## config.mk

```make
export PLATFORM = sky130hd
export DESIGN_NAME = l0_skew_feeder
export DESIGN_NICKNAME = d
export VERILOG_FILES = /design/src/rtl/l0_skew_feeder.sv
export SDC_FILE = /design/constraint.sdc
export NUM_CORES = 1
export LEC_CHECK = 0
export CORE_ASPECT_RATIO = 1.1
export CORE_MARGIN = 2
export CORE_UTILIZATION = 45
export CTS_CLUSTER_SIZE = 25
export DETAILED_ROUTE_END_ITERATION = 7
export PLACE_DENSITY = 0.58
export REMOVE_ABC_BUFFERS = 1
export SKIP_LAST_GASP = 1
export SLEW_MARGIN = 10
export SYNTH_ARGS = -nofsm -noshare
export SYNTH_HDL_FRONTEND = slang
export SYNTH_SLANG_ARGS = --single-unit
```

## constraint.sdc

```tcl
create_clock -name clk -period 8.2 [get_ports clk]
set_input_delay 0.82 -clock clk [delete_from_list [all_inputs] [get_ports clk]]
set_output_delay 0.82 -clock clk [all_outputs]
set_load 0.02 [all_outputs]
```

## src/rtl/l0_skew_feeder.sv

```systemverilog
// Skewed west-edge staging buffer: one FIFO lane per array row, lane i replays i cycles after lane 0.
// Instructions ride a matching delay chain so in_w and inst_w reach each row's first tile together.
module l0_skew_feeder #(
  parameter int row   = 8,
  parameter int bw    = 4,
  parameter int depth = 16
) (
  input  logic                clk,
  input  logic                reset,
  input  logic [row*bw-1:0]   in,
  input  logic                wr,
  input  logic                rd,
  input  logic [3:0]          inst_in,
  output logic [row*bw-1:0]   out,
  output logic [row*4-1:0]    inst_out,
  output logic [row-1:0]      o_valid,
  output logic                o_full,
  output logic                o_empty,
  output logic                o_ready
);

  localparam int AW = $clog2(depth);
  localparam int PW = AW + 1;

  logic [row*bw-1:0] r_mem [depth];
  logic [PW-1:0]     r_wptr;
  logic [PW-1:0]     r_rptr [row];
  logic [row-2:0]    r_rs;
  logic [3:0]        r_is   [row-1];
  logic [row*bw-1:0] r_out;
  logic [row*4-1:0]  r_inst;
  logic [row-1:0]    r_vld;

  logic              w_rs     [row];
  logic [3:0]        w_is     [row];
  logic [row-1:0]    w_pop;
  logic [bw-1:0]     w_lane_dat [row];
  logic              w_full;
  logic              w_wr_en;

  // Lane row-1 trails every other lane, so it alone bounds free space.
  assign w_full  = (r_wptr - r_rptr[row-1]) == PW'(depth);
  assign w_wr_en = wr & ~w_full;

  always_comb begin
    w_rs[0] = rd;
    w_is[0] = inst_in;
    for (int i = 1; i < row; i++) begin
      w_rs[i] = r_rs[i-1];
      w_is[i] = r_is[i-1];
    end
    for (int i = 0; i < row; i++) begin
      w_pop[i]      = w_rs[i] && (r_rptr[i] != r_wptr);
      w_lane_dat[i] = r_mem[r_rptr[i][AW-1:0]][i*bw +: bw];
    end
  end

  always_ff @(posedge clk) begin
    if (w_wr_en) begin
      r_mem[r_wptr[AW-1:0]] <= in;
    end
  end

  always_ff @(posedge clk or posedge reset) begin
    if (reset) begin
      r_wptr <= '0;
      r_rs   <= '0;
      r_out  <= '0;
      r_inst <= '0;
      r_vld  <= '0;
      for (int i = 0; i < row; i++) begin
        r_rptr[i] <= '0;
      end
      for (int i = 0; i < row - 1; i++) begin
        r_is[i] <= '0;
      end
    end else begin
      if (w_wr_en) begin
        r_wptr <= r_wptr + 1'b1;
      end
      r_rs[0] <= rd;
      r_is[0] <= inst_in;
      for (int i = 1; i < row - 1; i++) begin
        r_rs[i] <= r_rs[i-1];
        r_is[i] <= r_is[i-1];
      end
      for (int i = 0; i < row; i++) begin
        if (w_pop[i]) begin
          r_out[i*bw +: bw] <= w_lane_dat[i];
          r_vld[i]          <= 1'b1;
          r_inst[i*4 +: 4]  <= w_is[i];
          r_rptr[i]         <= r_rptr[i] + 1'b1;
        end else if (w_rs[i]) begin
          // Empty lane: data zeroed but the instruction still flows as a bubble.
          r_out[i*bw +: bw] <= '0;
          r_vld[i]          <= 1'b0;
          r_inst[i*4 +: 4]  <= w_is[i];
        end else begin
          r_vld[i]          <= 1'b0;
          r_inst[i*4 +: 4]  <= 4'b0000;
        end
      end
    end
  end

  assign out      = r_out;
  assign inst_out = r_inst;
  assign o_valid  = r_vld;
  assign o_full   = w_full;
  assign o_empty  = (r_rptr[0] == r_wptr);
  assign o_ready  = ~w_full;

endmodule
```

After elaboration in Yosys (flattened, before gate mapping)
Memory sizes are Yosys's and may differ from the RTL's.
Cells that the tools add are included.
- reductions and logical operators: 16
- multiplexer cells: 42
- eq/ne operators: 10
- bitwise logic cells: 2
- $add $sub $neg: 10
- operators by type and width (cell ; count):
    $mux W4 ; 32
    $add A5 B1 Y5 const B ; 9
    $ne A5 B5 Y1 ; 8
    $reduce_bool A2 Y1 ; 8
    $mux W1 ; 10
    $logic_and A1 B1 Y1 ; 8
    $eq A5 B5 Y1 ; 1
    $eq A5 B5 Y1 const B ; 1
    $sub A5 B5 Y5 ; 1
    $and A1 B1 Y1 ; 1
    $not A1 Y1 ; 1
- bits in writable memories: 512
- bits of input ports: 40
- memories: 1
- flip-flop bits (word level): 152
- memory list (memory ; depth ; bits a word ; read ports ; clocked after Yosys merged registers in ; wr ports ; line ; source):
    r_mem ; 16 ; 32 ; 8 ; 0 ; 1 ; 25 ; logic [row*bw-1:0] r_mem [depth];

Depth between registers and ports, before layout
Gate-level depths: netlist of the first run.
- depth in word-level cells: 6
- depth in mapped cells: 10

Worst setup path before layout of the first run
No wires, ideal clock.
- kind: register to register
- start: reg r_rptr[1] in the netlist's numbering
- end: mem r_mem[0][0] in the netlist's numbering (enable)
- cell stages (with the launch flop): 10
- buffers on the path: 2
- clock period less this slack: 5841 ps
- slack: 2359 ps
- arrival: 5340 ps
- library setup time: 501 ps
- cell sequence: dfrtp_1 -> clkbuf_1 -> clkbuf_1 -> inv_1 -> ha_1 -> nand2b_1 -> o21ai_1 -> xor2_1 -> a21oi_4 -> nor4_1
- word-level cells in the longest chain between the ends: 6
- ends and longest elaborated chain (what ; line ; source):
    start: declaration ; 27 ; logic [PW-1:0] r_rptr [row];
    start signal: indexed assignment ; 92 ; r_rptr[i] <= r_rptr[i] + 1'b1;
    $sub A5 B5 Y5 ; 42 ; assign w_full = (r_wptr - r_rptr[row-1]) == PW'(depth);
    $eq A5 B5 Y1 ; 42 ;
    $not A1 Y1 ; 43 ; assign w_wr_en = wr & ~w_full;
    $and A1 B1 Y1 ; 43 ;
    $mux W1 ; 59 ; if (w_wr_en) begin
    $mux W1 (not written as such) ; 60 ; r_mem[r_wptr[AW-1:0]] <= in;
    end: declaration ; 25 ;
No other way between the ends.

Final worst setup path of the first run
- start: reg r_rptr[1] in the netlist's numbering
- end: out o_full
- word-level cells in the longest chain between the ends: 2
- ends and longest elaborated chain (what ; line ; source):
    $sub A5 B5 Y5 ; 42 ;
    $eq A5 B5 Y1 ; 42 ;
    end: declaration ; 17 ; output logic o_full,
No other way between the ends.

==> results of run 1 <==
## logic make-up (layout without fill, tap and decap cells)
logic type | after synthesis | count (layout)
flops | 664 | 664
mux | 186 | 186
simple gates | 173 | 173
buf+inv | 118 | 324
compound gates | 93 | 93
xor+xnor | 72 | 72
fa+ha+maj | 16 | 16
## worst max-delay path, delay by kind of cell (launching register included)
kind / cells / cell delay, ns
adder cells (fa/ha/maj): 1 / 0.37
AND/OR/NAND/NOR: 2 / 0.66
flip-flops: 1 / 0.90
AO/OA/AOI/OAI: 2 / 0.67
buffers and inverters: 2 / 0.86
## power groups by stage
stage	Combinational (mW)	Sequential (mW)	Clock, mW
3_5_place_dp	3.12	4.71	0
6_report	3.07	4.63	3.01
5_1_grt	3.35	4.70	3.22
3_3_place_gp	3.10	4.70	0
2_1_floorplan	1.80	4.86	0
4_1_cts	3.13	4.65	3.08
## metrics by stage
| step | power (mW) | setup slack (ns) |
|---|---|---|
| after floorplan | 6.66 | 2.50 |
| after global placement | 7.80 | 3.94 |
| after detailed placement | 7.83 | 3.88 |
| after CTS | 10.9 | 3.33 |
| after global routing | 11.3 | 3.16 |
| final | 10.7 | 3.33 |
## path summary, 6_finish.rpt
path,startpoint,slack [ns],end,cells past startpoint
setup / recovery,r_rptr[1]$_DFFE_PP0P_,3.33,o_full,7
hold / removal,r_is[4]$_DFF_PP0_,0.36,r_is[0]$_DFF_PP0_,0
setup reg to reg,r_rptr[1]$_DFFE_PP0P_,3.88,r_mem[2][11]$_DFFE_PP_,8
hold reg to reg,r_is[4]$_DFF_PP0_,0.36,r_is[0]$_DFF_PP0_,0
max in group asynchronous,reset,6.01,r_rptr[10]$_DFFE_PP0P_,3
min in group asynchronous,reset,0.76,r_is[0]$_DFF_PP0_,2
## synth_stat cells, drive strengths merged
library cell  number
edfxtp           512
dfrtp            152
mux4             128
nand2             68
inv               52
xnor2             47
a21oi             37
clkbuf            36
and2              33
o22ai             32
mux2              30
nor2              30
buf               29
mux2i             28
xor2              25
ha                16
nand4             14
nor3              12
o41ai              9
o21ai              7
nand3              5
nor4               4
a211o              2
a31oi              2
nand2b             2
nor2b              2
o211ai             2
a21o               1
and3               1
and4               1
clkinv             1
o21a               1
or4b               1
## sequential cells by signal (all words and copies together) (netlist names)
name,cells
inst_out,32
o_valid,8
out,32
r_is,28
r_mem,512
r_rptr,40
r_rs,7
r_wptr,5
## layout make-up
cell class	count	area, sq um
fill	4407	26300
sequential	664	19200
multi-input combinational	540	5990
clock buffer	89	1880
timing repair buffer	148	1400
tap	744	931
clock inverter	34	294
inverter	53	204
## cell usage in the layout (no fill, tap or decap), drive strengths merged, types with 32 or more instances in the layout
cell type | synthesis | final
a21oi | 37 | 37
and2 | 33 | 33
buf | 29 | 34
clkbuf | 36 | 89
clkdlybuf4s50 | 0 | 114
dfrtp | 152 | 152
edfxtp | 512 | 512
inv | 52 | 56
mux4 | 128 | 128
nand2 | 68 | 68
o22ai | 32 | 32
xnor2 | 47 | 47
## routing by layer
metal	vias up	part of all wire, %
li1	5432	-
met1	6561	43
met2	299	50
met3	57	4.9
met4	0	1.9
met5	-	0
==> flow_summary.toml, run 1 <==
[floorplanning]
die_area_sq_um = 58700
core_area_sq_um = 56100
ios = 115
die_h_um = 254
chipWidth_um = 231
initial_core_util_pct = 45.5
num_rows = 91

[critical_path]
required_ns = 7.38
slowest_stage = "dfrtp_1"
critical_path_class = "flip-flop to primary output"
critPathCaptureType = "primary output"
cp_data_arrival_time_ns = 4.05
critPathMaxFanout = 19
crit_chain = "inv_1, ha_1, nand2b_1, a21oi_1, or4b_4, a21oi_4, clkdlybuf4s50_1"
start_kind = "flip-flop"
critPathMaxStageDelay_ns = 0.90

[timing]
drv_slew = 0
tightest_slew_ns = 1.19
finalCritPeriodShare_pct = 59.4
setup_viol = 0
fin_setup_tns_ns = 0
fmax_mhz = 205
relSlewSlack_pct = 19.5
worst_hold_slack_ns = 0.363
layout_min_cycle_time_ns = 4.87
skew_ns = 0.0287
rsz0062_at_grt = "false"
final-hold-violation-count = 0

[synth]
synth_seq_cells = 664
synth.distinct_cells = 40
synth_top_family_by_area = "multiplexers"
ys_seq_area_share_pct = 75.0
synth_top_area_cell = "edfxtp_1"
synth_compound_area_share_pct = 2.80
synth_warnings = 0
synthSimpleGateAreaFrac_pct = 3.25
synth-xor-area-share_pct = 2.54
synthAdderAreaFrac_pct = 0.783
syn-mean-instance-area_sq_um = 19.3
synth_mux_area_share_pct = 13.7
ys_top_cells_by_area = "edfxtp_1 60%, dfrtp_1 15%, mux4_2 11%"
syn_inst = 1322
synth.top_cell.area_share_pct = 60.1
netlist_area_sq_um = 25600

[routing]
wirelength_um = 55900
wl_per_cell_um = 24.6
drc = 0
vias = 12300
first_pass_iters = 5
drt.antenna.violating_nets = 0
drt-vias-per-instance = 5.44
drt_iter0_drc = 990

[final_layout]
area_growth_pct = 16.9
fin_nets = 1531
insertedDiodeCount = 0
drive_gt1_share_pct = 21.1
final_cell_area_sq_um = 29900
fin_cells = 2272
final_core_util_pct = 53.2

[clock_network]
cts_htree_levels = 3
cts_setup_buffers = 0
root_buffer = "clkbuf_16"
clock_path_buffers = 3
tritoncts = "yes"
hold_buffers = 0
clock_latency_ns = 0.61
clkSinkCount = 664
numCtsBuffers = 68
clk_pin_slew_ns = 0.06
cts_resized = 0

[min_path]
worstHoldPathType = "flip-flop to flip-flop"

[grt]
top_usage_layer = "met2"
grtUsageMet3_pct = 3.32
grt_overflow = 0
grt_pass1_wl_um = 84500
grt_max_degree = 91
antenna_found_initial = 0
gr-usage-met2_pct = 32.6
grt_pass1_vias = 13100
use_met1_pct = 27.3
track_usage_pct = 19.8

[pwr]
p_switching_mw = 3.40
powerDensity_nw_per_um2 = 359
intPower_mw = 7.32
leakage_nw = 10.4
swShare_pct = 31.7
vdd_drop_max_mv = 0.201
pwr-share-clk_pct = 28.1
sequentialPowerShare_pct = 43.2
combPwrFrac_pct = 28.7

[placement]
dp_hpwl_um = 34000
placed_area_sq_um = 27700
dp.cells = 2149
place.gp.congestion = 0.775
port-buffer-count = 114

[status]
status = "finished, final reports clean"

[run]
drv_cap = 0
Power figures use the tool's default switching activity.
==> run 2, diff against run 1 <==
--- a/config.mk
+++ b/config.mk
@@ -10,7 +10,7 @@
 export CORE_UTILIZATION = 45
 export CTS_CLUSTER_SIZE = 25
 export DETAILED_ROUTE_END_ITERATION = 7
-export PLACE_DENSITY = 0.58
+export PLACE_DENSITY = 0.61
 export REMOVE_ABC_BUFFERS = 1
 export SKIP_LAST_GASP = 1
 export SLEW_MARGIN = 10
==> constraint.sdc (replaced) <==
create_clock -name clk -period 4.3 [get_ports clk]
set_input_delay 0.43 -clock clk [delete_from_list [all_inputs] [get_ports clk]]
set_output_delay 0.43 -clock clk [all_outputs]
set_load 0.02 [all_outputs]
==> flow_summary.toml, run 2 (synthesis gave the netlist of run 1 again) <==
[grt]
track_usage_pct = 18.5
grt_pass1_wl_um = 80400
grt_overflow = 0
grt_pass1_vias = 12800
grt_max_degree = 79
antenna_found_initial = 1

[timing]
fmax_mhz = 253
fin_setup_tns_ns = 0
rsz0062_at_grt = "false"
relSlewSlack_pct = 20.0
layout_min_cycle_time_ns = 3.96
setup_viol = 0
final-hold-violation-count = 0
timing.final.ws_setup_ns = 0.341
skew_ns = 0.0266
tightest_slew_ns = 1.20
finalCritPeriodShare_pct = 92.1
drv_slew = 0

[floorplanning]
die_h_um = 254
chipWidth_um = 231
ios = 115
num_rows = 91
core_area_sq_um = 56100
die_area_sq_um = 58700
initial_core_util_pct = 45.5

[placement]
port-buffer-count = 114
placed_area_sq_um = 27800
place.gp.congestion = 0.801
dp_hpwl_um = 31800
dpl_worst_slack_ns = 0.411

[critical_path]
cp_num_buf_inv = 2
critical_path_class = "flip-flop to primary output"
crit_chain = "clkinv_1, ha_1, a21o_1, or4b_4, a21oi_4, clkdlybuf4s50_1"
critPathMaxStageDelay_ns = 0.65
cp_data_arrival_time_ns = 3.53
required_ns = 3.87
critical_path.top_delay_family = "buffers and inverters"
critPathMaxFanout = 11
critPathCaptureType = "primary output"
slowest_stage = "clkdlybuf4s50_1"
start_kind = "flip-flop"

[routing]
wirelength_um = 52800
drc = 0
drt-vias-per-instance = 5.38
wl_per_cell_um = 23.2
drt.antenna.violating_nets = 0
vias = 12300
first_pass_iters = 5
drt_iter0_drc = 829

[clock_network]
cts_resized = 0
root_buffer = "clkbuf_16"
hold_buffers = 0
clock_path_buffers = 3
clkSinkCount = 664
clk_pin_slew_ns = 0.06
clock_latency_ns = 0.61
tritoncts = "yes"
numCtsBuffers = 67
cts_htree_levels = 3
cts_setup_buffers = 0

[final_layout]
final_cell_area_sq_um = 30000
largest_register_ffs = 512
final_core_util_pct = 53.4
layout_commonest_cell = "edfxtp_1"
drive_gt1_share_pct = 21.7
nFillCells = 4382
insertedDiodeCount = 0
final_cell_mix = "512 x edfxtp_1, 152 x dfrtp_1, 128 x mux4_2, 114 x clkdlybuf4s50_1, 69 x clkbuf_16"
fin_nets = 1537
area_growth_pct = 17.2

[pwr]
powerDensity_nw_per_um2 = 681
vdd_drop_max_mv = 0.314
report.power.total_mw = 20.4
leakage_nw = 10.4

[min_path]
worstHoldPathType = "primary input to flip-flop"

[status]
status = "finished, final reports clean"

[run]
drv_cap = 0
[run 2: cell types whose count changed in the layout (fill, tap and decap cells not counted), moves of 2 or more]
cell / delta
buf_12: +3
clkbuf_1: -3
buf_4: +4
clkinv_1: -2
clkinvlp_4: +4
[run 2: worst paths after layout]
check                      slack [ns]                     end                   from  depth (start not counted)
min                              0.30      r_is[26]$_DFF_PP0_             inst_in[2]                          1
max in group asynchronous        3.08  r_rptr[26]$_DFFE_PP0P_                  reset                          3
max reg2reg                      0.43  r_mem[6][30]$_DFFE_PP_  r_rptr[3]$_DFFE_PP0P_                          7
min in group asynchronous        0.32      r_is[10]$_DFF_PP0_                  reset                          2
max                              0.34                  o_full  r_rptr[3]$_DFFE_PP0P_                          6
min reg2reg                      0.37      r_is[20]$_DFF_PP0_     r_is[24]$_DFF_PP0_                          0
[run 2: report_power, final]
part | switching, mW | internal [mW] | leakage [nW]
registers | 1.06 | 7.88 | 6.47
logic | 2.93 | 2.80 | 2.89
clock network | 2.40 | 3.32 | 1.07
[run 2: cell type report]
| cell class | instances | area [sq um] | share of cell area [%] |
|---|---|---|---|
| Tap cell | 744 | 931 | 3.11 |
| Timing Repair Buffer | 155 | 1490 | 4.96 |
| Inverter | 53 | 204 | 0.680 |
| Multi-Input combinational cell | 540 | 5990 | 20.0 |
| Clock buffer | 86 | 1860 | 6.21 |
| Clock inverter | 37 | 323 | 1.08 |
| Sequential cell | 664 | 19200 | 64.0 |
[run 2: metal layers]
metal	vias up	global-route usage [%]	part of all wire, %
met4	2	6.06	2.2
met3	67	3.47	4.6
met1	6481	25.2	44
met5	-	0	0.027
met2	259	30.4	50
li1	5459	-	-
[run 2: worst register-to-register path, delay by kind of cell, from the launching register on]
kind / cells / cell delay [ns]
adders and majority gates: 1 / 0.40
and+or+nand+nor: 1 / 0.92
AOI/OAI and AO/OA: 3 / 0.81
DFF: 1 / 0.53
buffers and inverters: 2 / 0.86
[run 2: through the flow]
| stage | cells | hold WS (ns) |
|---|---|---|
| 6_report | 2279 | 0.303 |
| 5_1_grt | 2279 | 0.293 |
| 4_1_cts | 2279 | 0.279 |
| 3_5_place_dp | 2156 | 0.355 |
| 3_3_place_gp | 2156 | 0.351 |
| 2_1_floorplan | 1257 | 0.347 |
==> run 3, diff against run 2 <==
--- a/config.mk
+++ b/config.mk
@@ -5,12 +5,12 @@
 export SDC_FILE = /design/constraint.sdc
 export NUM_CORES = 1
 export LEC_CHECK = 0
-export CORE_ASPECT_RATIO = 1.1
+export CORE_ASPECT_RATIO = 2
 export CORE_MARGIN = 2
-export CORE_UTILIZATION = 45
+export CORE_UTILIZATION = 54
 export CTS_CLUSTER_SIZE = 25
 export DETAILED_ROUTE_END_ITERATION = 7
-export PLACE_DENSITY = 0.61
+export PLACE_DENSITY = 0.71
 export REMOVE_ABC_BUFFERS = 1
 export SKIP_LAST_GASP = 1
 export SLEW_MARGIN = 10
==> flow_summary.toml, run 3 (synthesis gave the netlist of run 1 again) <==
[timing]
fmax_mhz = 249
relSlewSlack_pct = 24.3
tightest_slew_ns = 1.13
final-hold-violation-count = 0
rsz0062_at_grt = "false"
finalCritPeriodShare_pct = 93.3
skew_ns = 0.0169
layout_min_cycle_time_ns = 4.01
drv_slew = 0
timing.final.ws_setup_ns = 0.290
setup_viol = 0

[floorplanning]
ios = 115
core_area_sq_um = 46700
num_rows = 112
die_h_um = 312
initial_core_util_pct = 54.8
die_area_sq_um = 49200
chipWidth_um = 158

[final_layout]
largest_register_ffs = 512
final_cell_mix = "512 x edfxtp_1, 150 x dfrtp_1, 128 x mux4_2, 114 x clkdlybuf4s50_1, 68 x nand2_1"
drive_gt1_share_pct = 21.0
regArea_sq_um = 19200
nFillCells = 3150
multi_input_area_sq_um = 5990
insertedDiodeCount = 0
fin_nets = 1526
area_growth_pct = 15.3
layout_commonest_cell = "edfxtp_1"

[min_path]
whs_path_depth = 1
min_from = "inst_in[3]"
worstHoldPathType = "primary input to flip-flop"

[routing]
drt.antenna.violating_nets = 0
wirelength_um = 53700
drt_iter0_drc = 1076
first_pass_iters = 5
drt-vias-per-instance = 5.80
drc = 0
wl_per_cell_um = 25.1
vias = 12400

[grt]
grt_max_degree = 97
grt_overflow = 0
grt_pass1_wl_um = 81800
grt_pass1_vias = 13400
track_usage_pct = 22.8
antenna_found_initial = 0

[status]
status = "finished, final reports clean"

[critical_path]
critPathMaxStageDelay_ns = 0.65
worstSetupStartpoint = "r_rptr[3]$_DFFE_PP0P_"
worst-path-stages = 7
critPathMaxFanout = 13
reg2reg_from = "r_rptr[3]$_DFFE_PP0P_"
critical_path.top_delay_family = "buffers and inverters"
start_kind = "flip-flop"
required_ns = 3.87
slowest_stage = "clkdlybuf4s50_1"
crit_chain = "clkinvlp_4, ha_1, a21o_1, or4b_4, a21oi_4, buf_4, clkdlybuf4s50_1"
cp_data_arrival_time_ns = 3.58
cp_num_buf_inv = 3
critical_path_class = "flip-flop to primary output"
critPathCaptureType = "primary output"
r2r_cells = 7

[placement]
place.gp.congestion = 0.863
dpl_worst_slack_ns = 0.461
port-buffer-count = 114
dp_hpwl_um = 34200

[clock_network]
clk_pin_slew_ns = 0.07
cts_setup_buffers = 0
root_buffer = "clkbuf_16"
tritoncts = "yes"
clkSinkCount = 664
cts_htree_levels = 2
clock_path_buffers = 3
clock_latency_ns = 0.60
numCtsBuffers = 53

[run]
drv_cap = 0

[pwr]
report.power.total_mw = 19.8
leakage_nw = 10.3
vdd_drop_max_mv = 0.621
powerDensity_nw_per_um2 = 672
[run 3: cell types whose count changed in the layout (fill, tap and decap cells not counted), sizes merged]
| cell | previous run | this run |
|---|---|---|
| clkbuf | 86 | 71 |
| clkinv | 24 | 17 |
| buf | 41 | 44 |
| bufinv | 4 | 7 |
| clkinvlp | 5 | 2 |
| inv | 57 | 56 |
[run 3: routing by layer]
metal	global-route usage, %	part of all wire (%)	up-vias	wire length [um]
met5	0	0	-	0
met4	8.62	3.7	0	2000
met3	2.71	4.4	99	2340
met2	40.2	55	357	29400
met1	28.8	37	6564	20000
li1	-	-	5395	-
[run 3: power breakdown]
group          leakage [nW]  switching, mW  internal, mW
sequential             6.47           1.11          7.88
clock                 0.890           2.22          2.84
combinational          2.90           2.96          2.80
total                  10.3           6.30          13.5
[run 3: final timing paths]
path	end	slack [ns]
worst max-delay path	o_full	0.29
worst min-delay path	r_is[27]$_DFF_PP0_	0.32
worst max register to register	r_mem[5][23]$_DFFE_PP_	0.60
worst min register to register	r_is[16]$_DFF_PP0_	0.36
max in group asynchronous	r_rs[2]$_DFF_PP0_	3.06
min in group asynchronous	inst_out[26]$_DFF_PP0_	0.43
[run 3: what timing repair did]
action | in CTS | in global routing
endpoints found under the setup margin | 0 | 2
hold buffers | 0 | 0
gates resized for setup | 0 | 2
[run 3: area by class of cell]
| cell class | instances | share of cell area, % |
|---|---|---|
| Clock buffer | 71 | 4.97 |
| Sequential cell | 664 | 65.1 |
| Inverter | 53 | 0.704 |
| Timing Repair Buffer | 158 | 5.12 |
| Tap cell | 627 | 2.66 |
| Multi-Input combinational cell | 540 | 20.3 |
| Clock inverter | 29 | 1.17 |
[run 3: stage by stage]
| step | util, % | std cells | cell area, sq um | hold WS (ns) | TNS, ns |
|---|---|---|---|---|---|
| after floorplan | - | 1257 | 25300 | 0.347 | -324.84 |
| after global placement | 59.3 | 2042 | 27700 | 0.349 | 0 |
| after detailed placement | 59.3 | 2042 | 27700 | 0.355 | 0 |
| after CTS | 63.2 | 2142 | 29500 | 0.289 | 0 |
| after global routing | 63.2 | 2142 | 29500 | 0.302 | 0 |
| final | 63.2 | 2142 | 29500 | 0.316 | 0 |
